--- config.mk ---
export PLATFORM = sky130hd
export DESIGN_NAME = axis_master_bk
export DESIGN_NICKNAME = d
export VERILOG_FILES = /design/src/rtl/axi_pkg.sv /design/src/rtl/axi_fifo.sv /design/src/rtl/axis_master_bk.sv
export SDC_FILE = /design/constraint.sdc
export NUM_CORES = 1
export LEC_CHECK = 0
export ABC_AREA = 1
export CORE_ASPECT_RATIO = 0.9
export CORE_UTILIZATION = 40
export CTS_BUF_LIST = sky130_fd_sc_hd__clkbuf_8
export DETAILED_ROUTE_END_ITERATION = 16
export SLEW_MARGIN = 20
export SYNTH_ARGS = -nofsm -noshare
export SYNTH_HDL_FRONTEND = slang
export SYNTH_SLANG_ARGS = --single-unit
--- constraint.sdc ---
create_clock -name axi_aclk -period 3.3 [get_ports axi_aclk]
set_clock_uncertainty 0.2 [all_clocks]
set_input_delay 0.33 -clock axi_aclk [delete_from_list [all_inputs] [get_ports axi_aclk]]
set_output_delay 0.33 -clock axi_aclk [all_outputs]
set_load 0.01 [all_outputs]
--- src/rtl/axi_pkg.sv ---
// Shared definitions for the stream-out path.
//   SM_ENTRY_W : width of one buffered backend beat
//   sm_beat_t  : packed beat record {data, tstrb, tkeep, user, tlast}
package axi_pkg;

    localparam int unsigned SM_ENTRY_W = 43;

    typedef struct packed {
        logic [31:0] data;
        logic [3:0]  tstrb;
        logic [3:0]  tkeep;
        logic [1:0]  user;
        logic        tlast;
    } sm_beat_t;

endpackage

--- src/rtl/axi_fifo.sv ---
// Small synchronous FIFO with registered status flags.
//   clk, rst_n      : clock, asynchronous active-low reset
//   clear           : synchronous flush (pointers and occupancy to 0)
//   wr_vld/wr_data  : write request and data; accepted when wr_rdy
//   wr_rdy          : registered, low exactly when the FIFO is full
//   rd_vld/rd_data  : registered non-empty flag and head entry
//   rd_rdy          : consumer accepts the head entry when rd_vld
module axi_fifo #(
    parameter int unsigned WIDTH = 43,
    parameter int unsigned DEPTH = 4
) (
    input  logic             clk,
    input  logic             rst_n,
    input  logic             clear,
    input  logic             wr_vld,
    input  logic [WIDTH-1:0] wr_data,
    output logic             wr_rdy,
    output logic             rd_vld,
    output logic [WIDTH-1:0] rd_data,
    input  logic             rd_rdy
);

    localparam int unsigned AW = (DEPTH > 1) ? $clog2(DEPTH) : 1;
    localparam logic [AW:0] FULL_CNT = (AW+1)'(DEPTH);

    logic [WIDTH-1:0] mem [DEPTH];
    logic [AW-1:0]    wptr_q;
    logic [AW-1:0]    rptr_q;
    logic [AW:0]      count_q;
    logic [AW:0]      count_nxt;
    logic             full_q;
    logic             vld_q;
    logic             push;
    logic             pop;

    assign push = wr_vld && !full_q;
    assign pop  = vld_q && rd_rdy;

    always_comb begin
        count_nxt = count_q;
        if (push && !pop) begin
            count_nxt = count_q + (AW+1)'(1);
        end else if (pop && !push) begin
            count_nxt = count_q - (AW+1)'(1);
        end
    end

    // Pointers wrap naturally because DEPTH is a power of two.
    always_ff @(posedge clk or negedge rst_n) begin
        if (!rst_n) begin
            wptr_q  <= '0;
            rptr_q  <= '0;
            count_q <= '0;
            full_q  <= 1'b0;
            vld_q   <= 1'b0;
        end else if (clear) begin
            wptr_q  <= '0;
            rptr_q  <= '0;
            count_q <= '0;
            full_q  <= 1'b0;
            vld_q   <= 1'b0;
        end else begin
            if (push) begin
                wptr_q <= wptr_q + AW'(1);
            end
            if (pop) begin
                rptr_q <= rptr_q + AW'(1);
            end
            count_q <= count_nxt;
            // Flags are registered from the next occupancy so status has no
            // combinational path from the write/read strobes.
            full_q  <= (count_nxt == FULL_CNT);
            vld_q   <= (count_nxt != '0);
        end
    end

    always_ff @(posedge clk or negedge rst_n) begin
        if (!rst_n) begin
            for (int unsigned i = 0; i < DEPTH; i++) begin
                mem[i] <= '0;
            end
        end else if (push && !clear) begin
            mem[wptr_q] <= wr_data;
        end
    end

    assign wr_rdy  = !full_q;
    assign rd_vld  = vld_q;
    assign rd_data = mem[rptr_q];

endmodule

--- src/rtl/axis_master_bk.sv ---
// Backend-to-AXI-Stream master stage. Buffers one-cycle beat requests from
// the bk_sm_* interface in a FIFO and presents them on the m_t* port.
//   axi_aclk, axi_aresetn : clock, asynchronous active-low reset
//   bk_sm_start, bk_sm_*  : beat request and payload
//   bk_sm_nordy           : buffer full, requester must hold off
//   bk_sm_done            : one pulse per beat accepted by the sink
//   bk_sm_err / err_clr   : sticky dropped-request flag and its clear
//   beat_cnt              : wrapping count of beats sent
//   m_t*                  : AXI-Stream master port
module axis_master_bk
    import axi_pkg::*;
#(
    parameter int unsigned DEPTH = 4,
    parameter int unsigned CNT_W = 16
) (
    input  logic             axi_aclk,
    input  logic             axi_aresetn,
    input  logic             bk_sm_start,
    input  logic [31:0]      bk_sm_data,
    input  logic [3:0]       bk_sm_tstrb,
    input  logic [3:0]       bk_sm_tkeep,
    input  logic [1:0]       bk_sm_user,
    input  logic             bk_sm_tlast,
    output logic             bk_sm_nordy,
    output logic             bk_sm_done,
    output logic             bk_sm_err,
    input  logic             err_clr,
    output logic [CNT_W-1:0] beat_cnt,
    output logic             m_tvalid,
    output logic [31:0]      m_tdata,
    output logic [3:0]       m_tstrb,
    output logic [3:0]       m_tkeep,
    output logic [1:0]       m_tuser,
    output logic             m_tlast,
    input  logic             m_tready
);

    sm_beat_t         wr_beat;
    sm_beat_t         rd_beat;
    logic             wr_vld;
    logic             wr_rdy;
    logic             rd_vld;
    logic             handshake;
    logic             done_q;
    logic             err_q;
    logic [CNT_W-1:0] cnt_q;

    always_comb begin
        wr_beat.data  = bk_sm_data;
        wr_beat.tstrb = bk_sm_tstrb;
        wr_beat.tkeep = bk_sm_tkeep;
        wr_beat.user  = bk_sm_user;
        wr_beat.tlast = bk_sm_tlast;
    end

    assign wr_vld = bk_sm_start && !bk_sm_nordy;

    axi_fifo #(
        .WIDTH (SM_ENTRY_W),
        .DEPTH (DEPTH)
    ) u_fifo (
        .clk     (axi_aclk),
        .rst_n   (axi_aresetn),
        .clear   (1'b0),
        .wr_vld  (wr_vld),
        .wr_data (wr_beat),
        .wr_rdy  (wr_rdy),
        .rd_vld  (rd_vld),
        .rd_data (rd_beat),
        .rd_rdy  (m_tready)
    );

    assign bk_sm_nordy = !wr_rdy;
    assign handshake   = rd_vld && m_tready;

    always_ff @(posedge axi_aclk or negedge axi_aresetn) begin
        if (!axi_aresetn) begin
            done_q <= 1'b0;
            err_q  <= 1'b0;
            cnt_q  <= '0;
        end else begin
            done_q <= handshake;
            if (handshake) begin
                cnt_q <= cnt_q + CNT_W'(1);
            end
            // A dropped request takes priority over a clear in the same cycle.
            if (bk_sm_start && bk_sm_nordy) begin
                err_q <= 1'b1;
            end else if (err_clr) begin
                err_q <= 1'b0;
            end
        end
    end

    assign bk_sm_done = done_q;
    assign bk_sm_err  = err_q;
    assign beat_cnt   = cnt_q;

    assign m_tvalid = rd_vld;
    assign m_tdata  = rd_beat.data;
    assign m_tstrb  = rd_beat.tstrb;
    assign m_tkeep  = rd_beat.tkeep;
    assign m_tuser  = rd_beat.user;
    assign m_tlast  = rd_beat.tlast;

endmodule

# Yosys cells after proc, flatten, opt, wreduce, memory -nomap -nowiden
# Cells that the tools add are included.
[word_totals]
mem_bits_rw = 0
ff_bits = 199
mem_bits_ro = 0
in_bits = 48
n_memories = 0
latch_bits = 0
elab_cells = 45
output_inout_bits = 63
[classes]
muxes = 10
n_bitwise = 2
div = 0
addsub = 5
n_eq_ne = 1
reduce_logical = 12
magnitude_cmp = 3
shifts = 0
n_mul = 0
[op_table]
columns = ["op", "count"]
rows = [
  ["bitwise mux 172 bit", 1],
  ["two-way mux 43 bit", 3],
  ["binary-select mux 43 bit (select 2 bit)", 1],
  ["demux 43 bit (select 2 bit)", 1],
  ["adder 16 x 1 -> 16 bit (second input constant)", 1],
  ["logical AND 1 bit", 7],
  ["greater-or-equal comparator 3 bit (second input constant)", 2],
  ["two-way mux 3 bit", 2],
  ["NOT 2 -> 3 bit", 2],
  ["adder 2 x 1 -> 2 bit (second input constant)", 2],
  ["adder 3 x 1 -> 3 bit (second input constant)", 1],
  ["equality test 3 bit (second input constant)", 1],
  ["logical NOT 1 bit", 3],
  ["< comparator 3 x 1 -> 1 bit (second input constant)", 1],
  ["nonzero test 3 bit", 1],
  ["subtractor 3 x 1 -> 3 bit (second input constant)", 1],
  ["two-way mux 1 bit", 2],
  ["nonzero test 2 bit", 1],
]

# Depth between registers and ports, before layout
# Gate-level depths: netlist (run 1).
[depth]
depth_word = 8
depth_mapped = 9
depth_no_buf = 9

# Modules after synthesis
# Synthesis (run 1) repeated with hierarchy kept, for this count alone.
[unflattened]
cells_unflattened = 1022
area_unflattened_um2 = 8948.6
[by_module_without_submodules]
columns = ["module", "cells_each", "instances", "area_per_inst_um2", "seq_area_each_um2"]
rows = [
  ["axi_fifo", 904, 1, 8021.4, 4529.3],
  ["axis_master_bk", 118, 1, 927.1, 450.4],
]

# Worst setup path before layout (run 1)
# No wires, ideal clock.
[synth_path]
path_type = "reg2out"
from = "register u_fifo.rptr_q[0]"
to = "output m_tdata[10]"
path_stages_with_launch = 7
n_path_buf = 3
required_time_ns = 2.770
arrival_ns = 1.155
slack_ns = 1.615
path_cell_list = "dfrtp_1 -> buf_2 -> inv_2 -> buf_4 -> buf_2 -> nor2_1 -> o22ai_1"
[synth_between]
elab_chain_len = 4
[synth_lines]
columns = ["element", "line", "rtl"]
rows = [
  ["start, declared", "axi_fifo.sv:28", "logic [AW-1:0] rptr_q;"],
  ["start signal, assigned", "axi_fifo.sv:67", "rptr_q <= rptr_q + AW'(1);"],
  ["NOT 2 -> 3 bit (not written as such)", "axi_fifo.sv:89", "assign rd_data = mem[rptr_q];"],
  ["binary-select mux 43 bit (select 2 bit)", "axi_fifo.sv:89", ""],
  ["two-way mux 43 bit (not written as such) (2 in a row)", "axi_fifo.sv:89", ""],
  ["end, declared", "axis_master_bk.sv:30", "output logic [31:0] m_tdata,"],
]
# Every way passes these cells. The select of a mux whose other input is x is not followed.

# Final worst setup path (run 1)
[layout_path]
from = "register u_fifo.rptr_q[1]"
to = "output m_tdata[4]"
# Same word-level chain as after synthesis.

==> impl_metrics.json, run 1 <==
{
  "cp.depth": 4,
  "synthFlopType": "dfrtp_1",
  "die_y_um": 143.1,
  "yosysWarningCount": 0,
  "setup_viol": 0,
  "tritoncts": "built",
  "start_util_pct": 40.79,
  "grt_pass1_wl_um": 34980,
  "grt_usage_pct": 19.19,
  "slew_violations": 0,
  "cts_buffer_depth": 2,
  "required_ns": 2.77,
  "fin_cells": 1374,
  "cts_root_buffer": "clkbuf_8",
  "dieArea_mm2": 0.02272,
  "finalHoldViolCount": 0,
  "firstDrtPassIters": 4,
  "multiInputGateArea_mm2": 0.003213,
  "grt_antenna_before_repair": 0,
  "critPathLaunchType": "flop",
  "ys_ff_latch": 199,
  "p_leak_uw": 0.004888,
  "final_antenna_net_count": 0,
  "arrival_ns": 2.50,
  "synth_seq_area_share_pct": 56.27,
  "cp_max_fo": 26,
  "min_path_cells": 2,
  "vias_per_cell": 4.951,
  "slowest_delay_ns": 0.63,
  "num_vias": 6802,
  "detail_route.wl_per_cell_um": 14.95,
  "relSlewSlack_pct": 35.53,
  "synth_edf_count": 0,
  "grt_pass1_vias": 6727,
  "synth_area_leaders": "dfrtp_1 (56%), nand2_1 (8.9%), o21ai_1 (8.5%)",
  "core-area_mm2": 0.02170,
  "cpMaxStageDelayCell": "dfrtp_2",
  "path_buf_inv": 2,
  "post-cts-setup-buffers": 0,
  "area_delta_synth_final_pct": 19.21,
  "synthTopCellsByCount": "nand2_1 (211), dfrtp_1 (199), o21ai_1 (151), nor2_1 (98), o21ai_0 (96)",
  "register_area_mm2": 0.004982,
  "layout.nets": 1126,
  "tns_ns": 0,
  "synth_fp_nets": 1046,
  "placedCellCount": 1342,
  "pin_count": 111,
  "cap_violations": 0,
  "drive_above_1_share_pct": 7.202,
  "r2r_cells": 3,
  "ctsHtreeMaxLevel": 4,
  "async_flop_share_pct": 100.0,
  "synth_top_area_share_pct": 56.27,
  "cts_num_sinks": 199,
  "tightest_slew_ns": 0.9670,
  "netlist_instances": 991,
  "cp_cell_sequence": "buf_4 -> o21ai_0 -> o22ai_1 -> clkdlybuf4s50_1",
  "critPathKind": "reg -> out",
  "end_kind": "output pin",
  "drt-initial-drc-count": 504,
  "grt_max_degree": 92,
  "routed_wl_um": 20550,
  "hold_class": "in -> reg",
  "place.gp.congestion": 0.7480,
  "ir_worst_vdd_mv": 0.4740,
  "mappedNetlistArea_mm2": 0.008850,
  "period_share_pct": 91.67,
  "drc": 0,
  "die_width_um": 158.8,
  "min_period_ns": 3.025,
  "clk_latency_ns": 0.46,
  "avgSynthCellArea_um2": 8.930,
  "yosys.cell_count.top_type": "nand2_1",
  "port_buffers": 110,
  "status": "finished, final reports clean",
  "rows": 51,
  "synth.distinct_cells": 27,
  "critPathTopFamily": "buffers and inverters",
  "power_density_mw_per_mm2": 1023,
  "overflow": 0,
  "rsz0062_at_grt": "no",
  "dpl.hpwl_um": 12520,
  "n_fill_cell": 2118,
  "timing.hold.ws_ns": 0.2376,
  "antenna_cells": 0,
  "clkTransAtPathRegs_ns": 0.10,
  "fmax_ghz": 0.3306,
  "yosysTopAreaCell": "dfrtp_1",
  "cts_buffers": 17
}
[placed cells by master, fill, tap and decap left out, types with 4 or more instances in the layout]
cell type	count
dfrtp_1	197
nand2_1	211
nor2_1	98
bufinv_16	6
o21ai_0	96
xnor2_1	6
o21ai_1	151
inv_2	5
buf_4	11
inv_1	60
nand3_1	9
clkdlybuf4s50_1	109
clkbuf_8	19
o22ai_1	44
nand2_4	4
nand4_1	4
ha_1	7
o21ai_2	12
xor2_1	9
[registers in the layout, summed over array words and instances, names as in the netlist]
register        cells
bk_sm_done          1
u_fifo.count_q      3
u_fifo.wptr_q       2
u_fifo.full_q       1
bk_sm_err           1
beat_cnt           16
u_fifo.rd_vld       1
u_fifo.rptr_q       2
u_fifo.mem        172
[path summary, 6_finish.rpt]
check	slack [ns]	from	endpoint
max in group asynchronous	1.75	axi_aresetn	u_fifo.mem[115]
max reg2reg	1.29	u_fifo.full_q	u_fifo.mem[132]
min	0.24	err_clr	bk_sm_err
max	0.27	u_fifo.rptr_q[1]	m_tdata[4]
min reg2reg	0.29	u_fifo.mem[44]	u_fifo.mem[44]
min in group asynchronous	0.27	axi_aresetn	u_fifo.mem[8]
[routing by layer]
| metal | up-vias | routed length [µm] | share of wire (%) | global-route usage, % |
|---|---|---|---|---|
| met5 | - | 0 | 0 | 0 |
| met4 | 0 | 165 | 0.80 | 5.161 |
| met3 | 16 | 925 | 4.5 | 3.689 |
| met2 | 154 | 9060 | 44 | 30.01 |
| met1 | 3220 | 10400 | 51 | 27.20 |
| li1 | 3412 | - | - | - |
[per-stage QoR]
step | util (%) | worst slack [ns] | area, µm² | total power, µW
6_report | 48.63 | 0.2749 | 10550 | 10790
5_1_grt | 48.63 | 0.1187 | 10550 | 11700
2_1_floorplan | - | 1.615 | 8850 | 7055
4_1_cts | 48.63 | 0.2676 | 10550 | 10900
3_5_place_dp | 46.33 | 0.7802 | 10050 | 8981
3_3_place_gp | 46.33 | 0.8096 | 10050 | 8896
[worst reg2reg max path, delay by kind of cell, from the launching register on]
kind,cells,cell delay [ns]
AO/OA/AOI/OAI,1,0.41
AND/OR/NAND/NOR,2,0.81
flip-flops,1,0.48
[power by group]
| group | leakage [µW] | internal (µW) | switching (µW) | total (µW) |
|---|---|---|---|---|
| clock | 0.000244 | 1010 | 883 | 1890 |
| combinational | 0.00216 | 2170 | 2610 | 4780 |
| sequential | 0.00248 | 3500 | 621 | 4120 |
| total | 0.00489 | 6670 | 4120 | 10800 |
[final cells by class]
class                           instances  share of cell area, %
Clock buffer                           18                  2.348
Clock inverter                         13                  2.289
Inverter                               65                  2.313
Multi-Input combinational cell        663                  30.46
Sequential cell                       199                  47.22
Tap cell                              291                  3.451
Timing Repair Buffer                  125                  11.92
[cells by family (layout without fill, tap and decap cells)]
logic type / after synthesis / count (layout) / share of synthesized area (%)
and+or+nand+nor: 338 / 338 / 15.57
AOI/OAI and AO/OA: 303 / 303 / 18.27
DFF: 199 / 199 / 56.27
buffers and inverters: 129 / 221 / 7.423
xor gates and xnor gates: 15 / 15 / 1.485
adders and majority gates: 7 / 7 / 0.9896
[what timing repair did]
action / CTS / global route
hold buffers: 1 / 0
endpoints found under the hold margin: 88 / 0
resized for setup: 0 / 0
No activity file was read; power rests on OpenSTA's default activity.
==> run 2: changes to the inputs <==
RECOVER_POWER = 100   (was default)
SLEW_MARGIN = default   (was 20)
==> impl_metrics.json, run 2 (synthesized netlist as in run 1, its figures left out) <==
{
  "status": "complete, but fails checks",
  "violations": "capacitance limit, slew limit",
  "min_period_ns": 3.069,
  "largest_reg_flops": 172,
  "mostFrequentLayoutCells": "o21ai_0 (250), nand2_1 (216), dfrtp_1 (197)",
  "clk_latency_ns": 0.46,
  "drt-initial-drc-count": 520,
  "final_cell_area_mm2": 0.01041,
  "final_antenna_net_count": 0,
  "period_share_pct": 93.00,
  "post-cts-setup-buffers": 0,
  "layout.nets": 1126,
  "postPlaceCellArea_mm2": 0.01005,
  "power_density_mw_per_mm2": 997.8,
  "critPathKind": "reg -> out",
  "post-route-util_pct": 47.98,
  "routed_wl_um": 20540,
  "drive_above_1_share_pct": 4.894,
  "critPathLaunchType": "flop",
  "cts.repair.resized": 0,
  "slowest_delay_ns": 0.66,
  "hold_buffers": 1,
  "rows": 51,
  "tightest_slew_ns": 1.612,
  "multiInputGateArea_mm2": 0.003118,
  "drc": 0,
  "die_width_um": 158.8,
  "regMostFlops": "u_fifo.mem",
  "cp_cell_sequence": "inv_1 -> clkbuf_2 -> o21ai_0 -> o22ai_1 -> dlygate4sd3_1",
  "grt_pass1_wl_um": 34980,
  "ir_worst_vdd_mv": 0.4723,
  "antenna_cells": 0,
  "fin_cells": 1374,
  "start_util_pct": 40.79,
  "cts_root_buffer": "clkbuf_8",
  "grt_max_degree": 92,
  "grt_pass1_vias": 6727,
  "relSlewSlack_pct": -7.724,
  "slew_violations": 223,
  "finalHoldViolCount": 0,
  "firstDrtPassIters": 6,
  "fmax_ghz": 0.3259,
  "setup_viol": 0,
  "required_ns": 2.77,
  "register_area_mm2": 0.004982,
  "hold_class": "in -> reg",
  "critPathTopFamily": "buffers and inverters",
  "overflow": 0,
  "place.gp.congestion": 0.7480,
  "cts_buffer_depth": 2,
  "port_buffers": 110,
  "detail_route.wl_per_cell_um": 14.95,
  "n_fill_cell": 2142,
  "pin_count": 111,
  "tritoncts": "built",
  "dpl.hpwl_um": 12520,
  "cap_violations": 3,
  "cts_num_sinks": 199,
  "p_leak_uw": 0.004888,
  "grt_antenna_before_repair": 0,
  "arrival_ns": 2.54,
  "cts_buffers": 17,
  "num_vias": 6891,
  "cp_max_fo": 20,
  "cpMaxStageDelayCell": "dlygate4sd3_1",
  "placedCellCount": 1342,
  "tns_ns": 0,
  "die_y_um": 143.1,
  "ctsHtreeMaxLevel": 4,
  "vias_per_cell": 5.015,
  "path_buf_inv": 3,
  "end_kind": "output pin",
  "area_delta_synth_final_pct": 17.62,
  "clkTransAtPathRegs_ns": 0.10,
  "grt_usage_pct": 19.19,
  "core-area_mm2": 0.02170,
  "rsz0062_at_grt": "no",
  "final_common_cell": "o21ai_0",
  "dieArea_mm2": 0.02272,
  "total_power_uw": 10390
}
## run 2: changes by cell type in the layout (fill, tap and decap cells not counted), sizes merged
cell | previous run | this run
clkinv | 2 | 3
dlygate4sd3 | 1 | 56
clkbuf | 19 | 28
clkdlybuf4s50 | 109 | 54
inv | 69 | 68
buf | 14 | 5
## run 2: routing by layer
metal	track usage [%]	share of wire, %	wire [µm]	vias to the layer above
met5	0	0	0	-
met4	5.161	0.96	197	0
met3	3.689	4.9	1007	20
met2	30.01	44	9129	188
met1	27.20	50	10200	3269
li1	-	-	-	3414
## run 2: area by class of cell
type / count / area share, %
clock inverter: 13 / 2.320
clock buffer: 18 / 2.380
tap: 291 / 3.498
timing repair buffer: 125 / 11.64
sequential: 199 / 47.87
multi-input combinational: 663 / 29.96
inverter: 65 / 2.344
## run 2: worst paths after layout
kind / from / end / slack (ns) / cells after the start
min in group asynchronous: axi_aresetn / u_fifo.mem[8] / 0.26 / 2
max in group asynchronous: axi_aresetn / u_fifo.mem[159] / 0.98 / 3
setup / recovery: u_fifo.rptr_q[1] / m_tdata[22] / 0.23 / 5
hold / removal: err_clr / bk_sm_err / 0.24 / 2
setup reg to reg: u_fifo.wptr_q[0] / u_fifo.mem[27] / 0.51 / 4
hold reg to reg: u_fifo.mem[63] / u_fifo.mem[63] / 0.29 / 2
## run 2: metrics by stage
| step | worst slack (ns) | hold WS [ns] |
|---|---|---|
| final | 0.2311 | 0.2386 |
| after global routing | 0.06140 | 0.2378 |
| after CTS | 0.2676 | 0.2107 |
| after detailed placement | 0.7802 | 0.2554 |
| after global placement | 0.8096 | 0.2598 |
| after floorplan | 1.615 | -0.1656 |
## run 2: power by group
group          switching [µW]  internal [µW]
Combinational            2500           1880
Sequential                616           3500
Clock                     882           1010
Total                    3990           6390
==> run 3: changes to the inputs <==
CORE_MARGIN = 3   (was default)
==> impl_metrics.json, run 3 (synthesized netlist as in run 1, its figures left out) <==
{
  "grt_pass1_wl_um": 34150,
  "pwr-share-comb_pct": 44.2,
  "port_buffers": 110,
  "cts_num_sinks": 199,
  "num_vias": 6798,
  "rsz0062_at_grt": "no",
  "cap_violations": 4,
  "rows": 50,
  "cts_root_buffer": "clkbuf_8",
  "total_power_uw": 9956,
  "met3_length_um": 975,
  "pin_count": 111,
  "post-route-util_pct": 48.49,
  "core-area_mm2": 0.02127,
  "placedCellCount": 1338,
  "firstDrtPassIters": 5,
  "fin_cells": 1371,
  "start_util_pct": 41.61,
  "vias_per_cell": 4.958,
  "place.gp.congestion": 0.7345,
  "grt_pass1_vias": 6591,
  "routed_wl_um": 20200,
  "tritoncts": "built",
  "end_kind": "output pin",
  "status": "complete, but fails checks",
  "largest_reg_flops": 172,
  "fin_ws_ns": 0.2364,
  "antenna_cells": 0,
  "cts.repair.resized": 0,
  "tightest_slew_ns": 1.850,
  "post-place-ws_ns": 0.7467,
  "final_antenna_net_count": 0,
  "cts_buffers": 17,
  "clockPowerShare_pct": 14.9,
  "mostFrequentLayoutCells": "o21ai_0 (250), nand2_1 (216), dfrtp_1 (198)",
  "ir_worst_vdd_mv": 0.5744,
  "p_leak_uw": 0.004850,
  "drt-initial-drc-count": 490,
  "grt_usage_pct": 17.62,
  "critPathLaunchType": "flop",
  "tns_ns": 0,
  "die_width_um": 162.8,
  "drc": 0,
  "clk_latency_ns": 0.47,
  "grt_max_degree": 88,
  "dieArea_mm2": 0.02395,
  "clkTransAtPathRegs_ns": 0.10,
  "layout.nets": 1127,
  "required_ns": 2.77,
  "area_delta_synth_final_pct": 16.54,
  "period_share_pct": 92.84,
  "setup_viol": 0,
  "wl_met1_um": 10150,
  "critPathKind": "reg -> out",
  "fmax_ghz": 0.3264,
  "cts_buffer_depth": 2,
  "pwr-share-seq_pct": 40.9,
  "grt_antenna_before_repair": 0,
  "cp_max_fo": 18,
  "ctsHtreeMaxLevel": 4,
  "power_switching_uw": 4011,
  "drive_above_1_share_pct": 5.069,
  "intPower_uw": 5945,
  "relSlewSlack_pct": -23.35,
  "finalHoldViolCount": 0,
  "regMostFlops": "u_fifo.mem",
  "violations": "capacitance limit, slew limit",
  "highest_layer": "met4",
  "final_common_cell": "o21ai_0",
  "dpl.hpwl_um": 12250,
  "detail_route.wl_per_cell_um": 14.74,
  "slew_violations": 248,
  "netSwitchingFraction_pct": 40.29,
  "die_y_um": 147.1,
  "arrival_ns": 2.53,
  "min_period_ns": 3.064,
  "power_density_mw_per_mm2": 965.4,
  "n_fill_cell": 2091,
  "wl_met2_um": 8919,
  "overflow": 0,
  "hold_class": "in -> reg"
}
## run 3: cell type report
type	count	area, µm²	share of cell area, %
multi-input combinational	663	3118	30.23
tap	286	357.8	3.470
inverter	65	244.0	2.366
timing repair buffer	126	1239	12.01
clock inverter	15	140.1	1.359
sequential	199	4981	48.30
clock buffer	17	234.0	2.269
## run 3: metal layers
layer  vias to the layer above  GRT usage [%]
met5                         -              0
met2                       137          26.83
met1                      3243          25.67
met4                         0          3.552
met3                        13          4.483
li1                       3405              -
## run 3: path summary, 6_finish.rpt
check	slack [ns]	end	depth (start not counted)	startpoint
max	0.24	m_tkeep[0]	5	u_fifo.rptr_q[1]
min	0.22	bk_sm_err	2	err_clr
max reg2reg	0.50	u_fifo.mem[10]	4	u_fifo.wptr_q[0]
min reg2reg	0.29	u_fifo.mem[112]	2	u_fifo.mem[112]
max in group asynchronous	0.64	u_fifo.mem[144]	3	axi_aresetn
min in group asynchronous	0.68	u_fifo.mem[133]	2	axi_aresetn
## run 3: per-stage QoR
| step | cell area [µm²] | hold WS [ns] |
|---|---|---|
| floorplan | 8850 | -0.1656 |
| global placement | 10080 | 0.1998 |
| detailed placement | 10080 | 0.2005 |
| CTS | 10460 | 0.1869 |
| global route | 10310 | 0.1903 |
| finish | 10310 | 0.2176 |
## run 3: worst max-delay path: stages, from the launching register on
cell	delay [ns]
dfrtp_1	0.38
inv_1	0.36
buf_4	0.35
o21ai_0	0.13
o22ai_1	0.19
dlygate4sd3_1	0.64
## run 3: power groups by stage
| stage | Clock (µW) | Sequential [µW] | Combinational, µW |
|---|---|---|---|
| after global routing | 1640 | 4200 | 5050 |
| after floorplan | 0 | 3980 | 3080 |
| after detailed placement | 0 | 4100 | 4920 |
| final | 1490 | 4070 | 4400 |
| after global placement | 0 | 4090 | 4850 |
| after CTS | 1540 | 4060 | 4930 |
## run 3: repair_timing
item,CTS,global route
buffers inserted,0,0
hold buffers,1,0
hold endpoints to repair,68,0
